==> src/rtl/pipe_adder_pkg.sv <==
// Shared constants and helpers for the chunked pipelined adder.
// Holds default geometry, op encoding and the stage-count derivation.
package pipe_adder_pkg;

  localparam int DEF_WIDTH = 64;
  localparam int DEF_CHUNK = 16;

  typedef enum logic {
    OP_ADD = 1'b0,
    OP_SUB = 1'b1
  } op_e;

  function automatic int stages_of(
    input int width,
    input int chunk
  );
    return width / chunk;
  endfunction

endpackage

==> src/rtl/pipe_adder_chunk.sv <==
// chunk_adder: WIDTH-bit ripple-carry adder, one per pipeline stage.
// Ports: a, b, c_in -> sum, c_out, c_msb (carry into the top bit).
module chunk_adder #(
  parameter int WIDTH = 16
) (
  input  logic [WIDTH-1:0] a,
  input  logic [WIDTH-1:0] b,
  input  logic             c_in,
  output logic [WIDTH-1:0] sum,
  output logic             c_out,
  output logic             c_msb
);

  logic [WIDTH:0] c;

  always_comb begin
    c    = '0;
    sum  = '0;
    c[0] = c_in;
    for (int i = 0; i < WIDTH; i++) begin
      sum[i]   = a[i] ^ b[i] ^ c[i];
      c[i+1]   = (a[i] & b[i]) | (c[i] & (a[i] ^ b[i]));
    end
  end

  assign c_out = c[WIDTH];
  assign c_msb = c[WIDTH-1];

endmodule

==> src/rtl/pipe_adder.sv <==
// pipe_adder: add/sub pipelined CHUNK bits per stage, valid/ready flow.
// Ports: clk, rst_n, in_*/a/b/c_in/sub in, out_*/sum/c_out/ovf out.
module pipe_adder
  import pipe_adder_pkg::*;
#(
  parameter int WIDTH = DEF_WIDTH,
  parameter int CHUNK = DEF_CHUNK
) (
  input  logic             clk,
  input  logic             rst_n,
  input  logic             in_valid,
  output logic             in_ready,
  input  logic [WIDTH-1:0] a,
  input  logic [WIDTH-1:0] b,
  input  logic             c_in,
  input  logic             sub,
  output logic             out_valid,
  input  logic             out_ready,
  output logic [WIDTH-1:0] sum,
  output logic             c_out,
  output logic             ovf
);

  localparam int STAGES = stages_of(WIDTH, CHUNK);

  op_e  op;
  logic advance;

  // Level 0 holds captured, conditioned operands; level k+1 holds
  // the state after chunk k has been added.
  logic [STAGES:0] vld;
  logic [WIDTH-1:0] opa [STAGES];
  logic [WIDTH-1:0] opb [STAGES];
  logic [WIDTH-1:0] acc [STAGES+1];
  logic             cry [STAGES+1];
  logic             msb_q;

  logic [CHUNK-1:0] csum [STAGES];
  logic             cco  [STAGES];
  logic             cms  [STAGES];

  assign op = op_e'(sub);

  // The whole pipe moves or freezes together.
  assign advance  = !out_valid || out_ready;
  assign in_ready = advance && rst_n;

  for (genvar k = 0; k < STAGES; k++) begin : g_stage
    chunk_adder #(
      .WIDTH(CHUNK)
    ) u_add (
      .a    (opa[k][k*CHUNK +: CHUNK]),
      .b    (opb[k][k*CHUNK +: CHUNK]),
      .c_in (cry[k]),
      .sum  (csum[k]),
      .c_out(cco[k]),
      .c_msb(cms[k])
    );
  end

  always_ff @(posedge clk or negedge rst_n) begin
    if (!rst_n) begin
      vld   <= '0;
      msb_q <= 1'b0;
      for (int k = 0; k < STAGES; k++) begin
        opa[k] <= '0;
        opb[k] <= '0;
      end
      for (int k = 0; k <= STAGES; k++) begin
        acc[k] <= '0;
        cry[k] <= 1'b0;
      end
    end else if (advance) begin
      vld <= {vld[STAGES-1:0], in_valid};
      // Subtract is a + ~b + ~c_in: borrow-in inverts like b.
      opa[0] <= a;
      opb[0] <= (op == OP_SUB) ? ~b : b;
      cry[0] <= (op == OP_SUB) ? ~c_in : c_in;
      acc[0] <= '0;
      for (int k = 1; k < STAGES; k++) begin
        opa[k] <= opa[k-1];
        opb[k] <= opb[k-1];
      end
      for (int k = 0; k < STAGES; k++) begin
        acc[k+1] <= acc[k];
        acc[k+1][k*CHUNK +: CHUNK] <= csum[k];
        cry[k+1] <= cco[k];
      end
      msb_q <= cms[STAGES-1];
    end
  end

  assign out_valid = vld[STAGES];
  assign sum       = acc[STAGES];
  assign c_out     = cry[STAGES];
  assign ovf       = msb_q ^ cry[STAGES];

endmodule

==> config.mk <==
export PLATFORM = sky130hd
export DESIGN_NAME = pipe_adder
export DESIGN_NICKNAME = d
export VERILOG_FILES = /design/src/rtl/pipe_adder_pkg.sv /design/src/rtl/pipe_adder_chunk.sv /design/src/rtl/pipe_adder.sv
export SDC_FILE = /design/constraint.sdc
export NUM_CORES = 1
export LEC_CHECK = 0
export CORE_ASPECT_RATIO = 1.75
export CORE_MARGIN = 1.5
export CORE_UTILIZATION = 58
export DETAILED_ROUTE_END_ITERATION = 8
export HOLD_SLACK_MARGIN = 0.03
export PLACE_DENSITY = 0.88
export SYNTH_ARGS = -nofsm -noshare
export SYNTH_HDL_FRONTEND = slang
export SYNTH_SLANG_ARGS = --single-unit
==> constraint.sdc <==
create_clock -name clk -period 8.9 [get_ports clk]
set_clock_uncertainty 0.2 [all_clocks]
set_input_delay 1.78 -clock clk [delete_from_list [all_inputs] [get_ports clk]]
set_output_delay 1.78 -clock clk [all_outputs]
set_load 0.02 [all_outputs]
Yosys cells after proc, flatten, opt, wreduce, memory -nomap -nowiden
Cells that the tools add are included.
{"block": "classes", "n_mux": 2, "bitwise_logic": 323, "reduce_logical": 3}
{"cell": "1-bit bitwise XOR", "n": 129}
{"cell": "1-bit bitwise AND", "n": 128}
{"cell": "64-bit two-way mux", "n": 1}
{"cell": "64-bit NOT", "n": 1}
{"cell": "1-bit OR", "n": 64}
{"cell": "1-bit logical AND", "n": 1}
{"cell": "1-bit logical NOT", "n": 1}
{"cell": "1-bit logical OR", "n": 1}
{"cell": "1-bit two-way mux", "n": 1}
{"cell": "1-bit NOT", "n": 1}
{"block": "word_totals", "reg_bits": 683, "in_bits": 134, "word_cells": 347}

Depth between registers and ports, before layout
{"block": "logic_depth", "word_depth": 33, "ltp_mapped": 21, "depth_no_buf": 21}

Cells and area by module
A second synthesis with hierarchy kept.
{"block": "unflattened", "cells_unflattened": 1280, "area_unflattened_um2": 23151.0}
{"module": "pipe_adder", "instances": 1, "cells_each": 1176, "area_each_um2": 21719.6, "seq_area_each_um2": 12286.8}
{"module": "chunk_adder", "instances": 4, "cells_each": 26, "area_each_um2": 357.8, "seq_area_each_um2": 0.0}

Least setup slack after synthesis
OpenSTA, ideal clock, no wires.
{"block": "synth_timing", "path_kind": "register to register", "start": "reg cry[1] (netlist bit)", "end": "reg acc, in the netlist sum[63]", "setup_time_ns": 0.125, "arrival_ns": 7.473, "required_time_ns": 8.575, "path_slack_ns": 1.102, "stages_incl_launch_ff": 22, "n_path_buf": 0, "path_cell_list": "dfrtp_1 fa_1 inv_1 fa_1 inv_1 fa_1 fa_1 fa_1 fa_1 fa_1 fa_1 fa_1 fa_1 fa_1 fa_1 fa_1 fa_1 inv_1 fa_1 inv_1 fa_1 mux2_4"}
{"item": "start, declared", "line_no": "pipe_adder.sv:35", "text": "logic cry [STAGES+1];"}
{"item": "start signal, assigned by index", "line_no": "pipe_adder.sv:87", "text": "cry[k+1] <= cco[k];"}
{"item": "end signal, assigned by index", "line_no": "pipe_adder.sv:85", "text": "acc[k+1] <= acc[k];"}
{"item": "end signal, assigned by index", "line_no": "pipe_adder.sv:86", "text": "acc[k+1][k*CHUNK +: CHUNK] <= csum[k];"}
{"item": "end, declared", "line_no": "pipe_adder.sv:34", "text": "logic [WIDTH-1:0] acc [STAGES+1];"}

==> results.cfg <==
[outcome]
status = completed

[floorplan]
start_util_pct = 58.7
die_y_um = 263
io_pins = 202
design.core.area_um2 = 38300
rows = 95
dieArea_um2 = 39900
die_w_um = 152

[critical_path]
setup.worst_path.class = flop to flop
cp.required_ps = 9120
arrival_ps = 8420
end_kind = flop
crit_fanout = 2
critPathLaunchType = flop

[route]
drt-total-wl_um = 38500
post_drt_wl_per_cell_um = 19.9
detail_route.vias_per_cell = 5.29
drc_errors = 0
num_vias = 10200
ant_nets = 0
drtPass1Iterations = 4
drt-initial-drc-count = 341

[cts]
root_buffer = clkbuf_16
cts_sinks = 491
path_clk_slew_ps = 60
hold_buffers = 0
htreeDepth = 2
cts.path.max_buffers = 3
clock_latency_ps = 550
cts_buffers = 44
cts_setup_buffers = 0
cts_resized = 0
cts_tree = yes

[sta]
fin_setup_tns_ps = 0
whs_ps = 290
hold_viol_final = 0
rsz0062_at_grt = no
finalSetupViolations = 0
slew_viol_final = 0
setup_ws_ps = 699
min_period_over_period_pct = 92.1
layout_min_cycle_time_ps = 8200
relSlewSlack_pct = 30.4
fmax_mhz = 122
worstMarginPinSlew_ps = 1040

[global_route]
grt_usage_pct = 20.2
antenna_found_initial = 2
grt_pass1_vias = 11800
grt_max_degree = 191
grt_pass1_wl_um = 63000
gr-total-overflow = 0

[yosys]
netlist_area_um2 = 22500
yosys.cell_types.count = 18
syn_nets = 1481
ys_seq_area_share_pct = 54.7
synthCells = 1283
ys_ff_latch = 491
syn_avg_cell_area_um2 = 17.5
synth-warning-count = 0

[placement]
place_worst_setup_slack_ps = 712
portBuffers = 201
gp_congestion = 0.795
post_dp_cell_area_um2 = 24000
dp_hpwl_um = 24900

[cells_and_area]
fin_area_um2 = 25500
diodes = 0
drive_above_1_share_pct = 38.9
final_common_cell = dfrtp_1
multi_input_area_um2 = 8790
final_net_count = 1614
layout.area.seq_um2 = 12300
fillCellCount = 2512
syn_to_final_growth_pct = 13.5
mostFrequentLayoutCells = dfrtp_1, mux2_4, clkdlybuf4s50_1, mux2_2

[job]
drv_cap = 0

[power]
cellPowerDensity_nw_per_um2 = 384
p_leak_nw = 11.7
peakVddDrop_mv = 0.230
p_total_mw = 9.79

[hold_path]
hold_class = flop to flop
## critical path, stage by stage, from the launching register on
cell and delay (ps):
dfrtp_1 400, fa_1 440, inv_1 90, fa_1 170
inv_1 60, fa_1 460, fa_1 480, fa_1 460
fa_1 470, fa_1 480, fa_1 470, fa_1 470
fa_1 460, fa_1 460, fa_1 470, fa_1 470
fa_1 440, inv_1 110, fa_1 200, inv_1 80
fa_1 460, mux2_4 270
## cell usage after synthesis
cell,number,area (um^2)
buf_2,12,60.1
buf_4,71,533
a21oi_1,11,55.1
nand2b_1,2,12.5
nor3b_1,11,82.6
mux2i_1,2,20.0
buf_6,21,236
xnor2_1,2,17.5
fa_1,64,1280
buf_12,22,440
inv_1,29,109
mux2_4,364,5470
xor2_1,64,561
mux2_2,113,1270
dfrtp_1,491,12300
nor2b_1,1,6.26
clkbuf_1,2,7.51
and2_1,1,6.26
## power breakdown
group	internal, mW	total [mW]	leakage, nW	switching (mW)
combinational	2.43	3.80	5.25	1.37
sequential	3.27	3.96	5.71	0.697
clock	1.19	2.02	0.752	0.830
## path summary, 6_finish.rpt
path,from,end,slack [ps],cells past startpoint
max in group asynchronous,rst_n,opa[122],5920,2
min,vld[3],vld[4],290,1
min in group asynchronous,rst_n,opa[228],1090,1
min reg2reg,vld[3],vld[4],290,1
max reg2reg,cry[1],sum[63],700,21
max,cry[1],sum[63],700,21
## routing by layer
| metal | GRT usage [%] | vias to the layer above | share of wire (%) | wire (um) |
|---|---|---|---|---|
| met2 | 34.4 | 193 | 52 | 20000 |
| met3 | 2.96 | 81 | 3.3 | 1290 |
| li1 | - | 4550 | - | - |
| met1 | 25.7 | 5413 | 41 | 15700 |
| met4 | 8.24 | 2 | 3.9 | 1520 |
| met5 | 0 | - | 0.034 | 13 |
## through the flow
| step | cells | utilization, % |
|---|---|---|
| floorplan | 1283 | - |
| global placement | 1855 | 62.6 |
| detailed placement | 1855 | 62.6 |
| CTS | 1934 | 66.6 |
| global route | 1934 | 66.6 |
| finish | 1934 | 66.6 |
## final cells by class
| class | count | share of cell area (%) |
|---|---|---|
| clock buffers | 62 | 4.94 |
| multi-input cells | 635 | 34.5 |
| clock inverters | 17 | 1.08 |
| repair buffers | 215 | 8.46 |
| well taps | 485 | 2.38 |
| inverters | 29 | 0.427 |
| flip-flops and latches | 491 | 48.2 |
## kinds of logic after synthesis
kind of cell	count (synthesis)	share of synthesized area, %
compound gates	11	0.245
xor+xnor	66	2.57
fa+ha+maj	64	5.71
buf+inv	157	6.17
flops	491	54.7
mux	479	30.1
simple gates	15	0.479
## sequential cells by signal, summed over array words and instances, names as in the netlist
| register | cells |
|---|---|
| vld | 5 |
| cry | 4 |
| acc | 96 |
| opa | 160 |
| sum | 64 |
| msb_q | 1 |
| opb | 160 |
| c_out | 1 |
(Power assumes the default switching activity.)
